==> config.mk <==
export PLATFORM = sky130hd
export DESIGN_NAME = dmem_router4
export DESIGN_NICKNAME = d
export VERILOG_FILES = /design/src/rtl/dmem_router4.sv
export SDC_FILE = /design/constraint.sdc
export NUM_CORES = 1
export LEC_CHECK = 0
export CAP_MARGIN = 0
export CORE_ASPECT_RATIO = 0.75
export CORE_MARGIN = 3
export CORE_UTILIZATION = 35
export DETAILED_ROUTE_END_ITERATION = 10
export PLACE_DENSITY = 0.82
export SLEW_MARGIN = 10
export SYNTH_ARGS = -nofsm -noshare
export SYNTH_HDL_FRONTEND = slang
export SYNTH_SLANG_ARGS = --single-unit
==> constraint.sdc <==
create_clock -name clk -period 3.8 [get_ports clk]
set_input_delay 0.38 -clock clk [delete_from_list [all_inputs] [get_ports clk]]
set_output_delay 0.38 -clock clk [all_outputs]
set_load 0.03 [all_outputs]
==> src/rtl/dmem_router4.sv <==
// rtl/dmem_router4.sv - 1-to-4 data-memory request router with timeout
//
// Routes one core load/store at a time to one of four targets chosen by the
// two top address bits (0=DMEM, 1=IO, 2=TIMER, 3=spare). It returns read data
// or a store completion as a single-cycle rsp_valid pulse. If the target does
// not respond in time, the core gets rsp_err=1 instead of waiting forever.
//
// Ports:
//   clk, reset           clock, synchronous active-high reset
//   req_valid/ready      core request handshake (ready only in IDLE)
//   req_we/addr/wdata    core request fields
//   rsp_valid            one-cycle completion pulse
//   rsp_rdata/err        load data (0 for stores/errors), timeout flag
//   t_valid[3:0]         one-hot request strobe to the selected target
//   t_ready[3:0]         per-target request accept
//   t_we/addr/wdata      latched request fields, shared by all targets
//   t_rvalid[3:0]        per-target read data valid
//   t_rdata              packed read data, target i at [i*WIDTH +: WIDTH]
module dmem_router4 #(
  parameter int WIDTH   = 32,
  parameter int AW      = 32,
  parameter int TIMEOUT = 15
) (
  input  logic                 clk,
  input  logic                 reset,
  input  logic                 req_valid,
  output logic                 req_ready,
  input  logic                 req_we,
  input  logic [AW-1:0]        req_addr,
  input  logic [WIDTH-1:0]     req_wdata,
  output logic                 rsp_valid,
  output logic [WIDTH-1:0]     rsp_rdata,
  output logic                 rsp_err,
  output logic [3:0]           t_valid,
  input  logic [3:0]           t_ready,
  output logic                 t_we,
  output logic [AW-1:0]        t_addr,
  output logic [WIDTH-1:0]     t_wdata,
  input  logic [3:0]           t_rvalid,
  input  logic [4*WIDTH-1:0]   t_rdata
);

  localparam int CW = $clog2(TIMEOUT + 1);
  localparam logic [CW-1:0] CNT_MAX = CW'(TIMEOUT);

  typedef enum logic [1:0] {S_IDLE, S_REQ, S_RSP, S_DONE} state_t;

  state_t           state_q, state_d;
  logic             we_q, we_d;
  logic [AW-1:0]    addr_q, addr_d;
  logic [WIDTH-1:0] wdata_q, wdata_d;
  logic [WIDTH-1:0] rdata_q, rdata_d;
  logic [1:0]       sel_q, sel_d;
  logic [CW-1:0]    cnt_q, cnt_d;
  logic             err_q, err_d;

  always_comb begin
    state_d = state_q;
    we_d    = we_q;
    addr_d  = addr_q;
    wdata_d = wdata_q;
    rdata_d = rdata_q;
    sel_d   = sel_q;
    cnt_d   = cnt_q;
    err_d   = err_q;
    case (state_q)
      S_IDLE: begin
        if (req_valid) begin
          we_d    = req_we;
          addr_d  = req_addr;
          wdata_d = req_wdata;
          sel_d   = req_addr[AW-1 -: 2];
          cnt_d   = '0;
          state_d = S_REQ;
        end
      end
      S_REQ: begin
        // A handshake in the final counted cycle still wins over the timeout.
        if (t_ready[sel_q]) begin
          if (we_q) begin
            err_d   = 1'b0;
            rdata_d = '0;
            state_d = S_DONE;
          end else begin
            cnt_d   = '0;
            state_d = S_RSP;
          end
        end else if (cnt_q == CNT_MAX) begin
          err_d   = 1'b1;
          rdata_d = '0;
          state_d = S_DONE;
        end else begin
          cnt_d = cnt_q + CW'(1);
        end
      end
      S_RSP: begin
        if (t_rvalid[sel_q]) begin
          rdata_d = t_rdata[int'(sel_q)*WIDTH +: WIDTH];
          err_d   = 1'b0;
          state_d = S_DONE;
        end else if (cnt_q == CNT_MAX) begin
          err_d   = 1'b1;
          rdata_d = '0;
          state_d = S_DONE;
        end else begin
          cnt_d = cnt_q + CW'(1);
        end
      end
      S_DONE: begin
        state_d = S_IDLE;
      end
      default: begin
        state_d = S_IDLE;
      end
    endcase
  end

  always_ff @(posedge clk) begin
    if (reset) begin
      state_q <= S_IDLE;
      we_q    <= 1'b0;
      addr_q  <= '0;
      wdata_q <= '0;
      rdata_q <= '0;
      sel_q   <= 2'd0;
      cnt_q   <= '0;
      err_q   <= 1'b0;
    end else begin
      state_q <= state_d;
      we_q    <= we_d;
      addr_q  <= addr_d;
      wdata_q <= wdata_d;
      rdata_q <= rdata_d;
      sel_q   <= sel_d;
      cnt_q   <= cnt_d;
      err_q   <= err_d;
    end
  end

  // Moore outputs: everything below depends only on registered state.
  always_comb begin
    t_valid = 4'b0000;
    if (state_q == S_REQ) t_valid[sel_q] = 1'b1;
  end

  assign req_ready = (state_q == S_IDLE);
  assign rsp_valid = (state_q == S_DONE);
  assign rsp_rdata = rdata_q;
  assign rsp_err   = err_q;
  assign t_we      = we_q;
  assign t_addr    = addr_q;
  assign t_wdata   = wdata_q;

endmodule

# ---- After elaboration in Yosys (flattened, before gate mapping)
# Index checks and enable logic that the tools add are counted.
dict set report word_totals {
  reg_bits 106
  out_inout_bits 104
}
dict set report op_classes {
  addsub 1
  magnitude_cmp 2
  n_eq_ne 8
  shifts 1
  mux 29
  reduce_logical 7
}
# operator n
set op_table {}
lappend op_table {{32-bit 2-to-1 mux} 4}
lappend op_table {{128-bit by 8-bit indexed part select with 32-bit output} 1}
lappend op_table {{32-bit case mux with 2 select lines} 1}
lappend op_table {{4-bit 2-to-1 mux} 6}
lappend op_table {{4-bit case mux with 3 select lines} 1}
lappend op_table {{1-bit 2-to-1 mux} 8}
lappend op_table {{2-bit 2-to-1 mux} 4}
lappend op_table {{2-bit case mux with 4 select lines} 1}
lappend op_table {{3-bit != test (second input constant)} 2}
lappend op_table {{4-bit by 1-bit adder with 4-bit output (second input constant)} 1}
lappend op_table {{1-bit binary-select mux with 2-bit select} 2}
lappend op_table {{2-bit == test (second input constant)} 2}
lappend op_table {{4-bit == test (second input constant)} 1}
lappend op_table {{2-bit != test (second input constant)} 2}
lappend op_table {{2-bit AND reduction} 2}
lappend op_table {{4-bit AND reduction} 1}
lappend op_table {{2-bit by 3-bit less-than comparator with 1-bit output (second input constant)} 1}
lappend op_table {{3-bit nonzero test} 1}
lappend op_table {{1-bit demux with 2-bit select} 1}
lappend op_table {{2-bit by 1-bit == test with 1-bit output (second input constant)} 1}
lappend op_table {{2-bit by 1-bit greater-or-equal comparator with 1-bit output (second input constant)} 1}
lappend op_table {{2-bit zero test} 1}
lappend op_table {{1-bit case mux with 2 select lines} 1}
lappend op_table {{2-bit nonzero test} 1}
lappend op_table {{1-bit logical AND} 1}

# ---- Longest topological paths before layout
# Gate-level depths: netlist of run 1.
dict set report depth {
  ltp_word 5
  mapped_depth 10
  depth_no_buf 7
}

# ---- Least setup slack after synthesis of run 1
# OpenSTA, ideal clock, no wires.
dict set report synth_timing {
  path_type {reg-to-reg}
  from {reg t_addr[30] (netlist name)}
  to {reg rdata_q[18] (netlist: rsp_rdata[18])}
  t_arrival_ps 1987
  required_time_ps 3675
  slack_ps 1688
  path_stages_with_launch 8
  path_buffers 3
  cell_sequence {dfxtp_1 > buf_6 > mux4_2 > o2bb2ai_2 > o21ba_1 > buf_6 > buf_12 > o2bb2ai_1}
}
# element line
set synth_rtl {}
lappend synth_rtl {{end signal, assigned} 133} ;# rdata_q <= rdata_d;
lappend synth_rtl {{end, declared} 52} ;# logic [WIDTH-1:0] rdata_q, rdata_d;

# ---- Final worst setup path of run 1
dict set report layout_timing {
  from {reg state_q[1]}
  to {out t_valid[0]}
}
dict set report layout_via {
  elab_chain_cells 2
}
# element line
set layout_rtl {}
lappend layout_rtl {{start, declared} 48} ;# state_t state_q, state_d;
lappend layout_rtl {{start signal, assigned} 129} ;# state_q <= state_d;
lappend layout_rtl {{2-bit by 1-bit == test with 1-bit output} 143} ;# if (state_q == S_REQ) t_valid[sel_q] = 1'b1;
lappend layout_rtl {{4-bit 2-to-1 mux} 143}
lappend layout_rtl {{end, declared} 34} ;# output logic [3:0] t_valid,
# No other way between the ends.

==> results.yml, run 1 <==
floorplan:
  die_area_mm2: 0.0157
  rows: 37
  boundaryPins: 308
  core-area_mm2: 0.0138
  die_w_um: 143
  die_h_um: 109
  initial_utilization_pct: 36.0
routing:
  ant_nets: 0
  drtPass1Iterations: 4
  avgRoutedWirePerCell_um: 15.9
  drc: 0
  num_vias: 5056
  drt_iter0_markers: 199
  wl_um: 16400
  via_per_inst: 4.93
power:
  switchingPower_uw: 973
  p_per_area_mw_per_mm2: 374
  pwr-share-clk_pct: 30.3
  switching_share_pct: 30.9
  power_uw: 3150
  p_int_uw: 2170
  p_leak_uw: 0.00298
  combPwrFrac_pct: 31.2
  pwr-share-seq_pct: 38.5
  ir_drop_mv: 0.247
global_routing:
  antenna_found_initial: 0
  grt_max_degree: 61
  grt.overflow.total: 0
  grt_pass1_vias: 4872
  grt_pass1_wl_um: 24800
  grt_use_total_pct: 19.9
cts:
  htree_levels: 3
  post-cts-setup-buffer-count: 0
  tritoncts: "built"
  cts_root_buf: "clkbuf_16"
  cts_buffers: 9
  cts.clk_slew.worst_paths_ns: 0.07
  insertion_delay_ns: 0.34
  clkSinkCount: 104
  ctsHoldBuffers: 0
  ctsLongestPathBuffers: 2
  cts_resized: 0
worst_setup_path:
  rr_startpoint: "state_q[1]"
  end_kind: "primary output"
  crit_fanout: 10
  reg2reg_depth: 6
  arrival_ns: 2.15
  crit_required_ns: 3.42
  path_class: "flop to primary output"
  worst_setup_path_start_kind: "flop"
  rrSetupSlack_ns: 1.32
  r2r_end: "rsp_rdata[27]"
logic_synthesis:
  synth_top_area_cell: "dfxtp_1"
  synth_top_area_share_pct: 42.0
  syn_inst: 563
  ys_top_cells_by_count: "nand2_1 (169), dfxtp_1 (104), a21oi_1 (86), mux4_2 (33), clkbuf_1 (29)"
  synthTopCellsByArea: "dfxtp_1 (42%), mux4_2 (15%), nand2_1 (13%)"
  synth_area_mm2: 0.00496
  synth_edf_count: 0
  yosysSeqAreaShare_pct: 42.0
  yosysUniqueCellTypes: 41
  syn_nets: 774
  ys.flop_type: "dfxtp_1"
  ys_seq_elements: 104
  synth.most_common_cell: "nand2_1"
  avgSynthCellArea_um2: 8.81
  ys_warn_count: 0
  synthArstFlopShare_pct: 0
timing:
  maxSlewViolCount: 0
  hold_viol_final: 0
  slew_headroom_pct: 27.5
  max_clock_freq_ghz: 0.395
  worst_slew_pin_slew_ns: 1.08
  finalClockSkew_ns: 0.00636
  worst_slack_ns: 1.27
  setup_violations: 0
  fin_tns_setup_ns: 0
  layout_min_cycle_time_ns: 2.53
  rsz0062_at_grt: "no"
  period_share_pct: 66.7
cells_and_area:
  areaGrowthSynthToFinish_pct: 69.7
  post-route-util_pct: 61.1
  finalNonFillerCells: 1026
  num_antenna_cells: 0
  layout-drive-gt1-share_pct: 8.23
  layout.nets: 1057
placement:
  pre_cts_ws_ns: 1.26
  placed_cells: 1010
  dp_hpwl_um: 12700
  port_buffers: 307
  gp_congestion: 0.759
hold_path:
  min_from: "t_addr[26]"
  hold_class: "flop to flop"
  min_to: "t_addr[26]"
  whs_path_depth: 2
flow_run:
  drv_cap: 0
status:
  status: "complete, no violations"
==> logic make-up (layout without fill, tap and decap cells) <==
group	after synthesis	after routing	share of synthesized area, %
fa+ha+maj	7	7	1.76
buf+inv	65	353	6.00
flops	104	104	42.0
compound gates	137	137	17.1
simple gates	214	214	17.6
mux	36	36	15.6
==> metal layers <==
metal  vias up  global-route usage (%)  routed length, µm  share of wire (%)
met5         -                       0                  0                  0
met4         0                    3.43                129               0.79
met3        13                    6.97               1490                9.1
met2       189                    34.1               7960                 49
met1      2342                    24.6               6780                 41
li1       2512                       -                  -                  -
==> registers in the layout, indices dropped and copies added, names as in the netlist <==
| name | count |
|---|---|
| t_addr | 32 |
| rsp_err | 1 |
| state_q | 2 |
| t_wdata | 32 |
| rsp_rdata | 32 |
| t_we | 1 |
| cnt_q | 4 |
==> worst max-delay path by stage <==
| stage | start | to | slack [ns] | cells past startpoint |
|---|---|---|---|---|
| final | state_q[1] | t_valid[0] | 1.27 | 4 |
| after global routing | state_q[1] | rsp_rdata[6] | 1.09 | 7 |
| after CTS | state_q[1] | t_valid[0] | 1.26 | 4 |
| after detailed placement | t_ready[0] | rsp_rdata[15] | 1.26 | 5 |
| after global placement | t_rvalid[1] | cnt_q[3] | 1.32 | 6 |
| after floorplan | t_addr[30] | rsp_rdata[18] | 1.69 | 7 |
==> worst max-delay path, stage by stage, from the launching register on <==
cell	delay [ns]
dfxtp_1	0.36
inv_1	0.12
ha_1	0.40
nor3b_1	0.23
clkdlybuf4s50_1	0.70
==> power by group through the flow <==
stage               clock network (µW)  registers (µW)  logic, µW
floorplan                            0            1360        409
global placement                     0            1230        976
detailed placement                   0            1240        986
CTS                                985            1210        991
global route                      1030            1220       1060
finish                             955            1210        981
==> metrics by stage <==
step                      hold slack [ns]  cell area (µm²)
after CTS                           0.455             8420
after detailed placement            0.446             8110
final                               0.453             8420
after global routing                0.470             8420
after floorplan                     0.490             4960
after global placement              0.441             8110
==> layout by cell type, fill, tap and decap left out, drive strengths merged, types with 2 or more instances in the layout <==
cell           instances
nor2                   8
nand2                169
a21oi                 86
a21o                  16
nor3                   3
buf                   12
dfxtp                104
ha                     7
nand3                 21
clkbuf                 9
and3                   3
o21ai                  5
clkdlybuf4s50        306
nand2b                 2
inv                   23
o2bb2ai               17
mux4                  33
mux2i                  2
a211oi                 3
nor2b                  3
==> layout make-up <==
| cell class | instances | area, µm² |
|---|---|---|
| clock inverters | 7 | 86.3 |
| multi-input cells | 394 | 2590 |
| well taps | 175 | 219 |
| clock buffers | 9 | 225 |
| repair buffers | 318 | 3150 |
| flip-flops and latches | 104 | 2080 |
| fillers | 1193 | 5370 |
| inverters | 19 | 71.3 |
(Power assumes the default switching activity.)
==> run 2: changes to the inputs <==
==> constraint.sdc (replaced) <==
create_clock -name clk -period 2.55 [get_ports clk]
set_input_delay 0.255 -clock clk [delete_from_list [all_inputs] [get_ports clk]]
set_output_delay 0.255 -clock clk [all_outputs]
set_load 0.03 [all_outputs]
==> run 2 against run 1 <==
Against the previous run: die area did not move; flip-flop and latch count is the same; cell count increased by 0.58%; non-clock buffer count rose by 6; design area increased by 0.98%; utilization is 0.60 points higher; combinational power is 53% higher; power increased by 49%; global-route usage rose by 0.22 points; sequential power up 49%; critical path type unchanged.
==> results.yml, run 2 (same netlist as run 1, synthesis figures left out) <==
worst_setup_path:
  crit_chain: "inv_1, ha_1, buf_4, nor3b_1, clkdlybuf4s50_1"
  critPathMaxStageDelay_ns: 0.70
  crit_buf_inv: 3
  crit_family: "buffers and inverters"
  cpMaxStageDelayCell: "clkdlybuf4s50_1"
  rr_startpoint: "state_q[1]"
  worst_setup_path_start_kind: "flop"
  reg2reg_depth: 6
  crit_required_ns: 2.30
  rrSetupSlack_ns: 0.36
  crit_fanout: 7
  end_kind: "primary output"
  r2r_end: "rsp_rdata[3]"
  arrival_ns: 2.12
  path_class: "flop to primary output"
cts:
  tritoncts: "built"
  cts_root_buf: "clkbuf_16"
  ctsLongestPathBuffers: 2
  cts_buffers: 9
  clkSinkCount: 104
  htree_levels: 3
  cts_resized: 0
  post-cts-setup-buffer-count: 0
  ctsHoldBuffers: 0
  cts.clk_slew.worst_paths_ns: 0.08
  insertion_delay_ns: 0.34
cells_and_area:
  final_common_cell: "clkdlybuf4s50_1"
  final_area_mm2: 0.00851
  layout-drive-gt1-share_pct: 8.87
  fillers: 1171
  layout_common_cells: "clkdlybuf4s50_1 (306), nand2_1 (168), dfxtp_1 (102)"
  num_antenna_cells: 0
  finalNonFillerCells: 1032
  areaGrowthSynthToFinish_pct: 71.4
  layout.nets: 1063
hold_path:
  whs_path_depth: 2
  min_from: "reset"
  hold_class: "input port to flop"
  min_to: "state_q[1]"
routing:
  drc: 0
  ant_nets: 0
  drtPass1Iterations: 4
  drt_iter0_markers: 248
  avgRoutedWirePerCell_um: 16.2
  wl_um: 16700
  via_per_inst: 4.92
  num_vias: 5078
placement:
  port_buffers: 307
  place_area_mm2: 0.00819
  placed_cells: 1016
  dp_hpwl_um: 12900
  gp_congestion: 0.794
status:
  status: "complete, no violations"
floorplan:
  die_h_um: 109
  boundaryPins: 308
  initial_utilization_pct: 36.0
  rows: 37
  core-area_mm2: 0.0138
  die_area_mm2: 0.0157
  die_w_um: 143
power:
  p_per_area_mw_per_mm2: 553
  ir_drop_mv: 0.367
  p_leak_uw: 0.00302
flow_run:
  drv_cap: 0
global_routing:
  grt_pass1_vias: 5050
  grt_max_degree: 65
  grt.overflow.total: 0
  antenna_found_initial: 0
  grt_use_total_pct: 20.1
  grt_pass1_wl_um: 25200
timing:
  maxSlewViolCount: 0
  setup_violations: 0
  period_share_pct: 93.2
  rsz0062_at_grt: "no"
  hold_viol_final: 0
  finalClockSkew_ns: 0.0101
  max_clock_freq_ghz: 0.421
  slew_headroom_pct: 24.1
  worst_slew_pin_slew_ns: 1.13
  fin_tns_setup_ns: 0
  layout_min_cycle_time_ns: 2.38
[run 2: report_power, final]
| part | switching (µW) | leakage [µW] | total [µW] | internal (µW) |
|---|---|---|---|---|
| clock network | 697 | 0.000151 | 1400 | 704 |
| registers | 61.9 | 0.000849 | 1800 | 1730 |
| logic | 756 | 0.00202 | 1500 | 749 |
[run 2: per-layer routing]
metal	track usage [%]	wire length, µm	vias up
li1	-	-	2525
met5	0	0	-
met4	3.43	173	0
met1	23.9	6800	2355
met3	7.06	1520	14
met2	35.6	8190	184
[run 2: cell type report]
class                      count  area (µm²)  area share [%]
sequential                   104        2080            24.5
clock buffer                   9         225            2.65
inverter                      19        71.3           0.838
timing repair buffer         324        3230            38.0
multi-input combinational    394        2590            30.4
clock inverter                 7        86.3            1.02
tap                          175         219            2.57
[run 2: through the flow]
| step | utilization (%) | power (µW) | hold slack [ns] | worst slack [ns] |
|---|---|---|---|---|
| after floorplan | - | 2640 | 0.391 | 0.438 |
| after global placement | 59.4 | 3330 | 0.441 | 0.213 |
| after detailed placement | 59.4 | 3350 | 0.447 | 0.228 |
| after CTS | 61.7 | 4760 | 0.397 | 0.149 |
| after global routing | 61.7 | 4930 | 0.443 | 0.0274 |
| final | 61.7 | 4700 | 0.416 | 0.172 |
[run 2: worst reg2reg max path: cells and delay by family (launching register included)]
family | cells | cell delay, ns
adder cells (fa/ha/maj) | 1 | 0.24
AO/OA/AOI/OAI | 2 | 0.20
flip-flops | 1 | 0.44
AND/OR/NAND/NOR | 2 | 1.04
buffers and inverters | 1 | 0.11
[run 2: worst max-delay path by stage]
stage                    start             to  slack, ns  cells after the start
finish              state_q[1]     t_valid[0]       0.17                      5
global placement    t_ready[0]   rsp_rdata[1]       0.21                      6
detailed placement  t_ready[0]   rsp_rdata[9]       0.23                      6
CTS                 state_q[1]     t_valid[0]       0.15                      5
global route        state_q[1]     t_valid[0]       0.03                      5
floorplan           t_addr[30]  rsp_rdata[18]       0.44                      7
==> run 3: changes to the inputs <==
==> constraint.sdc (replaced) <==
create_clock -name clk -period 2.8 [get_ports clk]
set_input_delay 0.28 -clock clk [delete_from_list [all_inputs] [get_ports clk]]
set_output_delay 0.28 -clock clk [all_outputs]
set_load 0.03 [all_outputs]
==> run 3 against run 2 <==
Against the previous run: sequential power is 9% lower; largest cell class unchanged; highest routed layer unchanged; setup slack improved by 0.16 ns; cell count did not move; clock-buffer cell count is the same; clock skew shrank 0.0014 ns; sequential share of layout area is 0.12 points higher; clock power fell by 13%.
==> results.yml, run 3 (same netlist as run 1, synthesis figures left out) <==
routing:
  drtPass1Iterations: 6
  drt_iter0_markers: 288
  avgRoutedWirePerCell_um: 15.9
  via_per_inst: 4.88
  num_vias: 5031
  wl_um: 16400
  ant_nets: 0
  drc: 0
cts:
  cts_buffers: 9
  cts.clk_slew.worst_paths_ns: 0.08
  htree_levels: 3
  post-cts-setup-buffer-count: 0
  ctsHoldBuffers: 0
  clkSinkCount: 104
  insertion_delay_ns: 0.34
  ctsLongestPathBuffers: 2
  cts_resized: 0
  tritoncts: "built"
  cts_root_buf: "clkbuf_16"
worst_setup_path:
  crit_buf_inv: 3
  worst_setup_path_start_kind: "flop"
  crit_family: "buffers and inverters"
  rrSetupSlack_ns: 0.51
  arrival_ns: 2.18
  end_kind: "primary output"
  crit_required_ns: 2.52
  crit_fanout: 7
  crit_chain: "inv_1, ha_1, buf_4, nor3b_1, clkdlybuf4s50_1"
  cpMaxStageDelayCell: "clkdlybuf4s50_1"
  path_class: "flop to primary output"
  critPathMaxStageDelay_ns: 0.70
placement:
  port_buffers: 307
  gp_congestion: 0.812
  pre_cts_ws_ns: 0.386
  dp_hpwl_um: 12600
  place_area_mm2: 0.00817
floorplan:
  die_h_um: 109
  initial_utilization_pct: 36.0
  boundaryPins: 308
  core-area_mm2: 0.0138
  die_area_mm2: 0.0157
  rows: 37
  die_w_um: 143
global_routing:
  grt_max_degree: 66
  grt_pass1_wl_um: 24600
  antenna_found_initial: 1
  grt_pass1_vias: 4860
  grt_use_total_pct: 19.6
  grt.overflow.total: 0
timing:
  hold_viol_final: 0
  rsz0062_at_grt: "no"
  worst_slack_ns: 0.337
  period_share_pct: 88.0
  worst_slew_pin_slew_ns: 1.13
  setup_violations: 0
  hold_slack_ns: 0.454
  max_clock_freq_ghz: 0.406
  fin_tns_setup_ns: 0
  slew_headroom_pct: 24.3
  layout_min_cycle_time_ns: 2.46
  finalClockSkew_ns: 0.00868
  maxSlewViolCount: 0
flow_run:
  drv_cap: 0
cells_and_area:
  layout-drive-gt1-share_pct: 8.76
  post-route-util_pct: 61.4
  fillers: 1223
  final_area_mm2: 0.00847
  areaGrowthSynthToFinish_pct: 70.6
  layout_common_cells: "clkdlybuf4s50_1 (306), nand2_1 (168), dfxtp_1 (102)"
  layout.nets: 1062
  final_common_cell: "clkdlybuf4s50_1"
power:
  ir_drop_mv: 0.348
  p_per_area_mw_per_mm2: 498
  p_leak_uw: 0.00300
status:
  status: "complete, no violations"
hold_path:
  hold_class: "flop to flop"
run 3: layer usage:
layer | GRT usage (%) | part of all wire, %
met2 | 34.1 | 49
met3 | 6.84 | 9.0
met5 | 0 | 0
met4 | 4.17 | 1.3
met1 | 23.6 | 41
run 3: final cells by class:
| type | count | area [µm²] | area share [%] |
|---|---|---|---|
| repair buffers | 323 | 3210 | 38.0 |
| clock buffers | 9 | 225 | 2.66 |
| inverters | 19 | 71.3 | 0.842 |
| well taps | 175 | 219 | 2.59 |
| diodes | 1 | 2.50 | 0.0296 |
| multi-input cells | 394 | 2590 | 30.5 |
| flip-flops and latches | 104 | 2080 | 24.6 |
| clock inverters | 7 | 63.8 | 0.754 |
run 3: report_power, final:
| part | switching, µW | leakage [µW] | internal, µW |
|---|---|---|---|
| logic | 684 | 0.00202 | 679 |
| registers | 54.6 | 0.000849 | 1580 |
| clock network | 597 | 0.000136 | 623 |
run 3: worst register-to-register path: cells and delay by family (launching register included):
kind | cells | cell delay [ns]
AOI/OAI and AO/OA | 2 | 0.22
adders and majority gates | 1 | 0.26
buffers and inverters | 1 | 0.13
DFF | 1 | 0.37
and+or+nand+nor | 3 | 1.19
run 3: stage by stage:
step                      total power (µW)  std cells
after global placement                3030       1015
final                                 4220       1032
after detailed placement              3040       1015
after CTS                             4270       1031
after floorplan                       2410        563
after global routing                  4430       1031
run 3: path summary, 6_finish.rpt:
kind                                      to  depth (start not counted)        start
worst max-delay path              t_valid[0]                          5   state_q[1]
worst min register to register   t_wdata[28]                          2  t_wdata[28]
worst min-delay path             t_wdata[28]                          2  t_wdata[28]
worst max register to register  rsp_rdata[0]                          7   state_q[1]
==> RTL change (flow settings as in run 1) <==
Take the reset off `addr_q`, `wdata_q` and `rdata_q` and load them in a clocked block of their own.
--- a/src/rtl/dmem_router4.sv
+++ b/src/rtl/dmem_router4.sv
@@ -119,22 +119,22 @@
     if (reset) begin
       state_q <= S_IDLE;
       we_q    <= 1'b0;
-      addr_q  <= '0;
-      wdata_q <= '0;
-      rdata_q <= '0;
       sel_q   <= 2'd0;
       cnt_q   <= '0;
       err_q   <= 1'b0;
     end else begin
       state_q <= state_d;
       we_q    <= we_d;
-      addr_q  <= addr_d;
-      wdata_q <= wdata_d;
-      rdata_q <= rdata_d;
       sel_q   <= sel_d;
       cnt_q   <= cnt_d;
       err_q   <= err_d;
     end
+  end
+
+  always_ff @(posedge clk) begin
+    addr_q  <= addr_d;
+    wdata_q <= wdata_d;
+    rdata_q <= rdata_d;
   end
 
   // Moore outputs: everything below depends only on registered state.
Formal check against the unedited RTL: not equivalent (a bounded check fails within 4 cycles, from zero or initial values and one cycle with reset high).
==> RTL change against run 1 <==
  * Cell area is 0.82% higher
  * Non-clock buffer count is 6 lower
  * Routed wire length is 2.3% lower
  * Synthesized area is 0.48% higher
  * Clock power is 5.8% lower
  * Worst setup slack worse by 0.097 ns
  * Power is 6.0% higher
  * Sequential cell count is 2 higher
  * Critical path type unchanged
  * Largest cell class unchanged
==> RTL change: results (changes against run 1) <==
status: completed
Total Routed Length: 16,000 um (-2.3%)
Synth cell types: 43 (+4.9%)
PostCTS Resize Cnt: 0 (unchanged)
placed instance area: 8210 sq um (+1.2%)
average vias per placed instance: 5.11 (+3.7%)
Critical Path AT: 2.25 ns (+0.10 ns)
Lkg Pwr: 2.94 nW (-1.6%)
Final nets: 852 (-19%)
clock skew: 0.00907 ns (+0.00271 ns)
post-synthesis adder-cell area fraction: 1.76% (-0.0084 points)
Post-synth ARST share: 0% (unchanged)
Hold Crit Depth: 2 (unchanged)
Worst VDD drop: 0.202 mV (-18%)
sw frac: 29.3% (-1.6 points)
largest net degree at the start of global routing: 41 (-33%)
r2r worst-path depth: 5 (-1)
Starting DRT DRC Count: 329 (+65%)
fraction of layout cells with a size suffix above 1: 11.5% (+3.2 points)
EDFF count, synth: 96 (+96)
routability-driven placement congestion ratio: 0.821 (+8.2%)
Post-DP HPWL: 12,800 um (+0.33%)
relative slew slack: 37.4% (+9.9 points)
post-synthesis mux area share: 15.8% (+0.20 points)
first-pass GRT wire length: 23,400 um (-5.7%)
clock buffer depth: 2 (unchanged)
gr usage total: 19.4% (-0.51 points)
Synth Area in Compound Gates: 7.90% (-9.2 points)
Syn Nets: 553 (-29%)
Fillers: 1,035 (-13%)
H-tree Lvls: 3 (unchanged)
CTS buffer count: 9 (unchanged)
Root Driver: clkbuf_16
sequential element share of the synthesized area: 61.8% (+20 points)
Synth top cells by count: edfxtp_1 (96), nand2_1 (56), mux4_2 (34), a21oi_1 (17), nand3_1 (15)
initial antenna violation count: 0 (unchanged)
post-CTS setup buffer count: 0 (unchanged)
top cells by area, synth: edfxtp_1 (58%), mux4_2 (15%), nand2_1 (4.2%)
critical path peak fanout: 39 (+29)
vias in the first global route: 4,245 (-13%)
## RTL change: stage by stage
| stage | worst slack, ns | cells | util (%) |
|---|---|---|---|
| final | 1.17 | 821 | 61.3 |
| after global routing | 1.03 | 821 | 61.3 |
| after CTS | 1.14 | 821 | 61.3 |
| after detailed placement | 0.932 | 805 | 59.3 |
| after global placement | 1.07 | 805 | 59.3 |
| after floorplan | 0.546 | 342 | - |
## RTL change: power by group through the flow
stage / Clock, mW / Combinational, mW / Sequential (mW)
global route: 0.963 / 1.02 / 1.48
finish: 0.900 / 0.968 / 1.47
floorplan: 0 / 0.274 / 1.70
CTS: 0.924 / 0.977 / 1.47
global placement: 0 / 0.954 / 1.49
detailed placement: 0 / 0.974 / 1.49
## RTL change: final timing paths
| path | start | slack (ns) | end |
|---|---|---|---|
| min | cnt_q[1] | 0.52 | cnt_q[1] |
| max | sel_q[0] | 1.17 | t_valid[3] |
| max reg2reg | state_q[0] | 1.31 | rsp_rdata[19] |
| min reg2reg | cnt_q[1] | 0.52 | cnt_q[1] |
## RTL change: final cells by class
cell class | count | area share [%]
clock inverters | 6 | 0.678
inverters | 9 | 0.398
flip-flops and latches | 106 | 36.3
repair buffers | 312 | 36.6
multi-input cells | 203 | 20.7
well taps | 175 | 2.58
clock buffers | 10 | 2.70
## RTL change: per-layer routing
metal / wire [um] / share of wire, % / track usage (%)
met1: 6240 / 39 / 23.8
met2: 8280 / 52 / 34.5
met3: 1340 / 8.4 / 5.52
met4: 127 / 0.79 / 3.36
met5: 0 / 0 / 0
## RTL change: worst max-delay path, stage by stage (launching register included)
cell,delay (ns)
dfxtp_2,0.37
buf_4,0.54
and3_1,0.26
clkdlybuf4s50_1,0.69
